===== config.mk =====
export PLATFORM = sky130hd
export DESIGN_NAME = spi_memory_master
export DESIGN_NICKNAME = d
export VERILOG_FILES = /design/src/rtl/spi_memory_master.sv
export SDC_FILE = /design/constraint.sdc
export NUM_CORES = 1
export LEC_CHECK = 0
export CAP_MARGIN = 40
export CORE_UTILIZATION = 53
export DETAILED_ROUTE_END_ITERATION = 16
export GPL_ROUTABILITY_DRIVEN = 0
export PLACE_DENSITY_LB_ADDON = 0.3
export SLEW_MARGIN = 20
export SYNTH_ARGS = -nofsm -noshare
export SYNTH_HDL_FRONTEND = slang
export SYNTH_SLANG_ARGS = --single-unit

===== constraint.sdc =====
create_clock -name clk_i -period 2.65 [get_ports clk_i]
set_input_delay 0.53 -clock clk_i [delete_from_list [all_inputs] [get_ports clk_i]]
set_output_delay 0.53 -clock clk_i [all_outputs]
set_load 0.005 [all_outputs]

===== src/rtl/spi_memory_master.sv =====
// SPI mode-0 master for single-byte reads and writes to the board SPI memory.
// Frame: {addr, rw} then one data byte. Defining MISO_SYNC_EN adds a 2-flop miso synchronizer.
module spi_memory_master #(
    parameter int CLK_DIV    = 4,
    parameter int ADDR_WIDTH = 7,
    parameter int DATA_WIDTH = 8
) (
    input  logic                  clk_i,
    input  logic                  reset_n_i,
    input  logic                  start_i,
    input  logic                  rw_i,
    input  logic [ADDR_WIDTH-1:0] addr_i,
    input  logic [DATA_WIDTH-1:0] wdata_i,
    output logic                  busy_o,
    output logic                  done_o,
    output logic [DATA_WIDTH-1:0] rdata_o,
    output logic                  sclk_o,
    output logic                  cs_o,
    output logic                  mosi_o,
    input  logic                  miso_i
);

    // state   | meaning
    // S_IDLE  | waiting for start, cs high
    // S_SETUP | cs low, first mosi bit presented, sclk low for CLK_DIV
    // S_SHIFT | 16 sclk periods (CLK_DIV high, CLK_DIV low)
    // S_HOLD  | cs still low, sclk low for CLK_DIV
    // S_DONE  | one cycle: cs high, done pulse, rdata loaded on reads
    typedef enum logic [2:0] {
        S_IDLE,
        S_SETUP,
        S_SHIFT,
        S_HOLD,
        S_DONE
    } state_t;

    localparam int         CMD_BITS   = ADDR_WIDTH + 1;
    localparam int         SHIFT_BITS = CMD_BITS + DATA_WIDTH;
    localparam int         CNT_W      = $clog2(SHIFT_BITS + 1);
    localparam logic [7:0] DIV_RELOAD = 8'(CLK_DIV - 1);

    state_t                  state_q, state_d;
    logic [7:0]              div_q, div_d;
    logic [CNT_W-1:0]        bit_q, bit_d;
    logic                    sclk_q, sclk_d;
    logic                    rw_q, rw_d;
    logic [SHIFT_BITS-1:0]   shift_q, shift_d;
    logic [DATA_WIDTH-1:0]   rx_q, rx_d;
    logic [DATA_WIDTH-1:0]   rdata_q, rdata_d;
    logic [DATA_WIDTH-1:0]   tx_data;
    logic                    miso_s;
    logic                    cs_active;

`ifdef MISO_SYNC_EN
    logic miso_s1_q, miso_s2_q;

    always_ff @(posedge clk_i) begin
        if (!reset_n_i) begin
            miso_s1_q <= 1'b0;
            miso_s2_q <= 1'b0;
        end else begin
            miso_s1_q <= miso_i;
            miso_s2_q <= miso_s1_q;
        end
    end

    assign miso_s = miso_s2_q;
`else
    assign miso_s = miso_i;
`endif

    // Reads shift out zeros during the data phase.
    assign tx_data = rw_i ? '0 : wdata_i;

    always_ff @(posedge clk_i) begin
        if (!reset_n_i) begin
            state_q <= S_IDLE;
            div_q   <= '0;
            bit_q   <= '0;
            sclk_q  <= 1'b0;
            rw_q    <= 1'b0;
            shift_q <= '0;
            rx_q    <= '0;
            rdata_q <= '0;
        end else begin
            state_q <= state_d;
            div_q   <= div_d;
            bit_q   <= bit_d;
            sclk_q  <= sclk_d;
            rw_q    <= rw_d;
            shift_q <= shift_d;
            rx_q    <= rx_d;
            rdata_q <= rdata_d;
        end
    end

    always_comb begin
        state_d = state_q;
        div_d   = div_q;
        bit_d   = bit_q;
        sclk_d  = sclk_q;
        rw_d    = rw_q;
        shift_d = shift_q;
        rx_d    = rx_q;
        rdata_d = rdata_q;

        case (state_q)
            S_IDLE: begin
                if (start_i) begin
                    state_d = S_SETUP;
                    div_d   = DIV_RELOAD;
                    bit_d   = '0;
                    sclk_d  = 1'b0;
                    rw_d    = rw_i;
                    shift_d = {addr_i, rw_i, tx_data};
                    rx_d    = '0;
                end
            end
            S_SETUP: begin
                if (div_q == 8'd0) begin
                    state_d = S_SHIFT;
                    div_d   = DIV_RELOAD;
                    sclk_d  = 1'b1;
                end else begin
                    div_d = div_q - 8'd1;
                end
            end
            S_SHIFT: begin
                if (div_q != 8'd0) begin
                    div_d = div_q - 8'd1;
                end else begin
                    div_d = DIV_RELOAD;
                    if (sclk_q) begin
                        sclk_d  = 1'b0;
                        shift_d = {shift_q[SHIFT_BITS-2:0], 1'b0};
                        bit_d   = bit_q + CNT_W'(1);
                    end else if (bit_q == CNT_W'(SHIFT_BITS)) begin
                        // Last low half-period finished; sclk stays low into HOLD.
                        state_d = S_HOLD;
                    end else begin
                        sclk_d = 1'b1;
                        if (bit_q >= CNT_W'(CMD_BITS)) begin
                            rx_d = {rx_q[DATA_WIDTH-2:0], miso_s};
                        end
                    end
                end
            end
            S_HOLD: begin
                if (div_q == 8'd0) begin
                    state_d = S_DONE;
                    // Loaded one edge early so rdata is already valid while done is high.
                    if (rw_q) begin
                        rdata_d = rx_q;
                    end
                end else begin
                    div_d = div_q - 8'd1;
                end
            end
            S_DONE: begin
                state_d = S_IDLE;
            end
            default: begin
                state_d = S_IDLE;
            end
        endcase
    end

    assign cs_active = (state_q == S_SETUP) || (state_q == S_SHIFT) || (state_q == S_HOLD);

    assign busy_o  = (state_q != S_IDLE);
    assign done_o  = (state_q == S_DONE);
    assign cs_o    = ~cs_active;
    assign sclk_o  = sclk_q;
    assign mosi_o  = cs_active ? shift_q[SHIFT_BITS-1] : 1'b0;
    assign rdata_o = rdata_q;

endmodule


==> impl_metrics.ini, run 1 <==
[run_status]
status = finished, final reports clean

[clocking]
root_buffer = clkbuf_8
cts_buffers = 5
cts-hold-fix-buffers = 0
post_cts_buffers = 0
cts_tree = built
clk_pin_slew_ns = 0.09
cts.sinks = 50
htreeDepth = 2
clock_path_buffers = 2
insertion_delay_ns = 0.30
ctsResizeCount = 0

[synth]
synth_edf_count = 0
yosysWarnings = 0
synth_seq_cells = 50
synth_ff_type = dfxtp_1
postSynth.asyncResetShare_pct = 0
avgSynthCellArea_um2 = 9.38
synth_cells = 241
synth_nets = 264
synth_top_family_by_area = compound AO/OA/AOI/OAI gates
synth.mux.area_fraction_pct = 6.64
synth_xor_area_share_pct = 3.88
synth_adder_area_share_pct = 1.66
seq_area_frac_synth_pct = 44.3
synth_compound_gate_area_share_pct = 19.8
yosys.area_share.simple_pct = 19.6
synth.distinct_cells = 43
netlist_area_um2 = 2260

[critical_path]
cp-start-kind = flip-flop
path_common_cell = nor2_1
critPathArrivalTime_ns = 1.83
critPathCaptureType = output port
critical_path.cell_chain = nor2_1, or2_2, nor2_1, clkdlybuf4s50_1
crit_fanout = 10
critPathKind = flip-flop to output port
slowest_delay_ns = 0.51
cp.required_ns = 2.12
slowest_stage = dfxtp_1

[timing]
timing.clock.skew_ns = 0.00730
rsz0062_at_grt = no
setup_ws_ns = 0.287
slew_violations = 0
tns_ns = 0
setup_viol = 0
slew_headroom_pct = 54.9
fmax_mhz = 423
fin_crit_ns = 2.36
hold_viol_final = 0
post-route-period-util_pct = 89.2
tightest_slew_ns = 0.673

[die]
pin_count = 33
core_um2 = 4060
die_w_um = 67.3
die_y_um = 67.3
rows = 23
start_util_pct = 55.7
die_area_um2 = 4530

[route]
ant_nets = 0
vias = 1793
via_per_inst = 5.53
firstDrtPassIters = 4
wl_per_cell_um = 13.3
drc_errors = 0
wl_um = 4290
drt_iter0_markers = 88

[placement]
place_ws_ns = 0.417
port_buffers = 32
hpwl_um = 3100
place_inst = 316

[global_route]
grt_pass1_wl_um = 7270
antenna_found_initial = 0
grt_pass1_vias = 1624
grt_overflow = 0
grt_max_degree = 33
grt.total_usage_pct = 21.3

[power_and_ir_drop]
irDropWorstVdd_mv = 0.708
p_total_uw = 2580
p_per_area_nw_per_um2 = 949
total_leakage_power_uw = 0.00105

[flow_run]
cap_violations = 0

[layout]
areaGrowthSynthToFinish_pct = 20.4
nFillCells = 333
final_common_cell = dfxtp_1
utilization_pct = 67.0
layout_common_cells = 50 x dfxtp_1, 42 x nor2_1, 32 x clkdlybuf4s50_1
nets = 296
drive_gt1_share_pct = 11.3
n_antenna_cell = 0
finalNonFillerCells = 324

[hold_path]
hold_path.class = flip-flop to flip-flop
-- cell type report --
type	instances	area, um^2	area share [%]
inverter	8	30.0	1.10
clock buffer	5	68.8	2.53
multi-input combinational	171	1170	42.9
sequential	50	1000	36.8
tap	50	62.6	2.30
clock inverter	3	21.3	0.782
timing repair buffer	37	370	13.6
-- worst paths after layout --
kind               from         end  slack (ns)  depth (start not counted)
max          state_q[0]      mosi_o        0.29                          4
min          shift_q[0]  shift_q[0]        0.48                          2
min reg2reg  shift_q[0]  shift_q[0]        0.48                          2
max reg2reg    div_q[0]  shift_q[6]        0.50                          8
-- power by group --
group | total (uW) | leakage (uW) | internal, uW | switching [uW]
combinational | 1100 | 0.000596 | 487 | 611
clock | 438 | 0.0000441 | 186 | 252
sequential | 1040 | 0.000408 | 903 | 141
-- per-stage QoR --
step,hold WS [ns],cell area (um^2)
2_1_floorplan,0.445,2260
3_3_place_gp,0.464,2630
3_5_place_dp,0.471,2630
4_1_cts,0.484,2720
5_1_grt,0.513,2720
6_report,0.483,2720
-- state kept, by name, summed over array words and instances, names as in the netlist --
register,flops
sclk_o,1
rx_q,8
shift_q,16
state_q,3
rw_q,1
bit_q,5
rdata_o,8
div_q,8
-- cell families after synthesis --
logic type	Yosys count
adder cells (fa/ha/maj)	3
multiplexers	15
XOR/XNOR	10
AND/OR/NAND/NOR	90
AO/OA/AOI/OAI	53
flip-flops	50
buffers and inverters	20
-- synth_stat cells, drive strengths merged (2+ instances only) --
master / instances / area (um^2)
nand2b: 4 / 25.0
nand2: 12 / 45.0
nor2: 43 / 169
nand3: 4 / 20.0
nor3b: 2 / 15.0
a22o: 8 / 70.1
a31oi: 2 / 12.5
a211oi: 16 / 180
ha: 3 / 37.5
dfxtp: 50 / 1000
o31ai: 2 / 15.0
a22oi: 7 / 52.6
and2: 2 / 12.5
or4: 3 / 22.5
clkbuf: 7 / 26.3
xor2: 4 / 35.0
xnor2: 6 / 52.6
or3: 4 / 25.0
nor3: 6 / 30.0
a21oi: 5 / 25.0
mux2i: 15 / 150
or2: 2 / 12.5
o21ai: 7 / 35.0
inv: 8 / 30.0
nor4: 4 / 37.5
buf: 5 / 36.3
-- routing by layer --
metal	GRT usage, %	routed length (um)
met1	28.7	2080
met2	32.1	1950
met3	5.91	220
met4	8.24	41
met5	0	0
-- worst max-delay path, delay by kind of cell, from the launching register on --
kind	cells	cell delay, ns
and+or+nand+nor	3	0.52
DFF	1	0.51
buffers and inverters	1	0.50
Note: power is estimated with default switching activity, not from simulation.
==> inputs of run 2 (changes only) <==
--- a/config.mk
+++ b/config.mk
@@ -6,7 +6,7 @@
 export NUM_CORES = 1
 export LEC_CHECK = 0
 export CAP_MARGIN = 40
-export CORE_UTILIZATION = 53
+export CORE_UTILIZATION = 48
 export DETAILED_ROUTE_END_ITERATION = 16
 export GPL_ROUTABILITY_DRIVEN = 0
 export PLACE_DENSITY_LB_ADDON = 0.3
==> constraint.sdc (replaced) <==
create_clock -name clk_i -period 1.9 [get_ports clk_i]
set_input_delay 0.38 -clock clk_i [delete_from_list [all_inputs] [get_ports clk_i]]
set_output_delay 0.38 -clock clk_i [all_outputs]
set_load 0.005 [all_outputs]
==> run 2 against run 1 <==
Net effect:
- the run now ends with design-rule violations, negative setup slack left
- clock skew down 0.0044 ns
- sequential share of layout area down 4.3 points
- setup slack worse by 0.35 ns
- critical endpoint is now bit_q[2]
==> impl_metrics.ini, run 2 (synthesis gave the netlist of run 1 again) <==
[layout]
largest_register_ffs = 16
fin_area_um2 = 3100
utilization_pct = 69.8
nFillCells = 364
layout_common_cells = 45 x dfxtp_1, 39 x nor2_1, 38 x buf_4
n_antenna_cell = 0
top_register = shift_q
nets = 333
finalNonFillerCells = 363
drive_gt1_share_pct = 28.9
final_common_cell = dfxtp_1
areaGrowthSynthToFinish_pct = 37.3

[critical_path]
cp-start-kind = flip-flop
critPathCaptureType = flip-flop
crit_fanout = 3
cp.required_ns = 2.15
critPathArrivalTime_ns = 2.21
critPathKind = flip-flop to flip-flop
reg2reg_depth = 7

[route]
firstDrtPassIters = 10
wl_per_cell_um = 14.3
top_layer = met4
wl_um = 5180
met1_length_um = 2230
ant_nets = 0
met3_length_um = 159
drc_errors = 4
drt_iter0_markers = 132
via_per_inst = 5.55
vias = 2015
dr_wl_met2_um = 2680

[timing]
timing.clock.skew_ns = 0.00292
hold_slack_ns = 0.481
slew_headroom_pct = 69.5
post-route-period-util_pct = 103
slew_violations = 0
rsz0062_at_grt = yes
tightest_slew_ns = 0.452
setup_ws_ns = -0.0583
setup_viol = 13
hold_viol_final = 0
fin_crit_ns = 1.96
fmax_mhz = 511

[global_route]
grt_max_degree = 16
grt.total_usage_pct = 22.7
antenna_found_initial = 0
grt_pass1_vias = 2007
grt_overflow = 0
grt_pass1_wl_um = 8940

[clocking]
clk_pin_slew_ns = 0.09
cts.sinks = 50
cts_tree = built
cts_buffers = 5
root_buffer = clkbuf_8
htreeDepth = 2
insertion_delay_ns = 0.31
clock_path_buffers = 2

[die]
die_w_um = 70.6
start_util_pct = 50.8
die_y_um = 70.6
rows = 24
pin_count = 33
core_um2 = 4440
die_area_um2 = 4990

[hold_path]
hold_path.class = flip-flop to flip-flop
holdPathStages = 2

[placement]
hpwl_um = 3480
place_ws_ns = -0.140
dpl_cell_area_um2 = 2890
port_buffers = 32
place_inst = 351

[power_and_ir_drop]
total_leakage_power_uw = 0.00127
irDropWorstVdd_mv = 0.877
p_per_area_nw_per_um2 = 1420

[flow_run]
cap_violations = 0

[run_status]
violations = design-rule violations, negative setup slack
status = finished with violations
[run 2: changes by cell type in the layout (fill, tap and decap cells not counted), sizes merged]
cell / delta
buf: +37
clkbuf: +1
clkdlybuf4s50: -1
clkinv: -1
dlygate4sd2: +1
[run 2: layout make-up]
type                       instances  area (um^2)  area share [%]
multi-input combinational        171         1260            40.5
inverter                           8         30.0           0.968
clock buffer                       6         82.6            2.66
tap                               52         65.1            2.10
clock inverter                     2         12.5           0.403
timing repair buffer              74          649            20.9
sequential                        50         1010            32.5
[run 2: stage by stage]
| stage | power [uW] | TNS [ns] |
|---|---|---|
| after floorplan | 2650 | 0 |
| after global placement | 3440 | -0.632 |
| after detailed placement | 3480 | -1.46 |
| after CTS | 4370 | -0.170 |
| after global routing | 4700 | -1.52 |
| final | 4410 | -0.462 |
[run 2: power by group]
group	leakage [uW]	total [uW]	switching [uW]	internal (uW)
Combinational	0.000814	2360	1170	1190
Sequential	0.000409	1410	137	1270
Clock	0.0000472	645	352	293
Total	0.00127	4410	1660	2750
[run 2: per-layer routing]
layer	up-vias	track usage, %
li1	1003	-
met1	961	26.4
met2	41	40.8
met3	10	4.27
met4	0	10.0
met5	-	0
[run 2: worst paths after layout]
check        startpoint    endpoint  slack (ns)
min          shift_q[0]  shift_q[0]        0.48
min reg2reg  shift_q[0]  shift_q[0]        0.48
max reg2reg    div_q[1]    bit_q[2]       -0.06
max            div_q[1]    bit_q[2]       -0.06
[run 2: what timing repair did]
item                                    CTS  global route
gates cloned                              2             0
hold buffers                              0             0
endpoints found under the setup margin   19            33
pin swaps                                 4            13
setup buffers                             3             2
resized for setup                        10            24
[run 2: critical path, cell delays in order, from the launching register on]
cell	delay, ns
dfxtp_2	0.33
inv_2	0.06
ha_4	0.14
or3b_4	0.38
o31a_4	0.38
buf_4	0.14
or3_4	0.36
a21oi_2	0.11
==> inputs of run 3 (changes only) <==
--- a/config.mk
+++ b/config.mk
@@ -5,8 +5,8 @@
 export SDC_FILE = /design/constraint.sdc
 export NUM_CORES = 1
 export LEC_CHECK = 0
-export CAP_MARGIN = 40
 export CORE_UTILIZATION = 48
+export CTS_CLUSTER_SIZE = 20
 export DETAILED_ROUTE_END_ITERATION = 16
 export GPL_ROUTABILITY_DRIVEN = 0
 export PLACE_DENSITY_LB_ADDON = 0.3
==> results of run 3 <==
Final layout, timing and power as in run 2 (identical DEF).
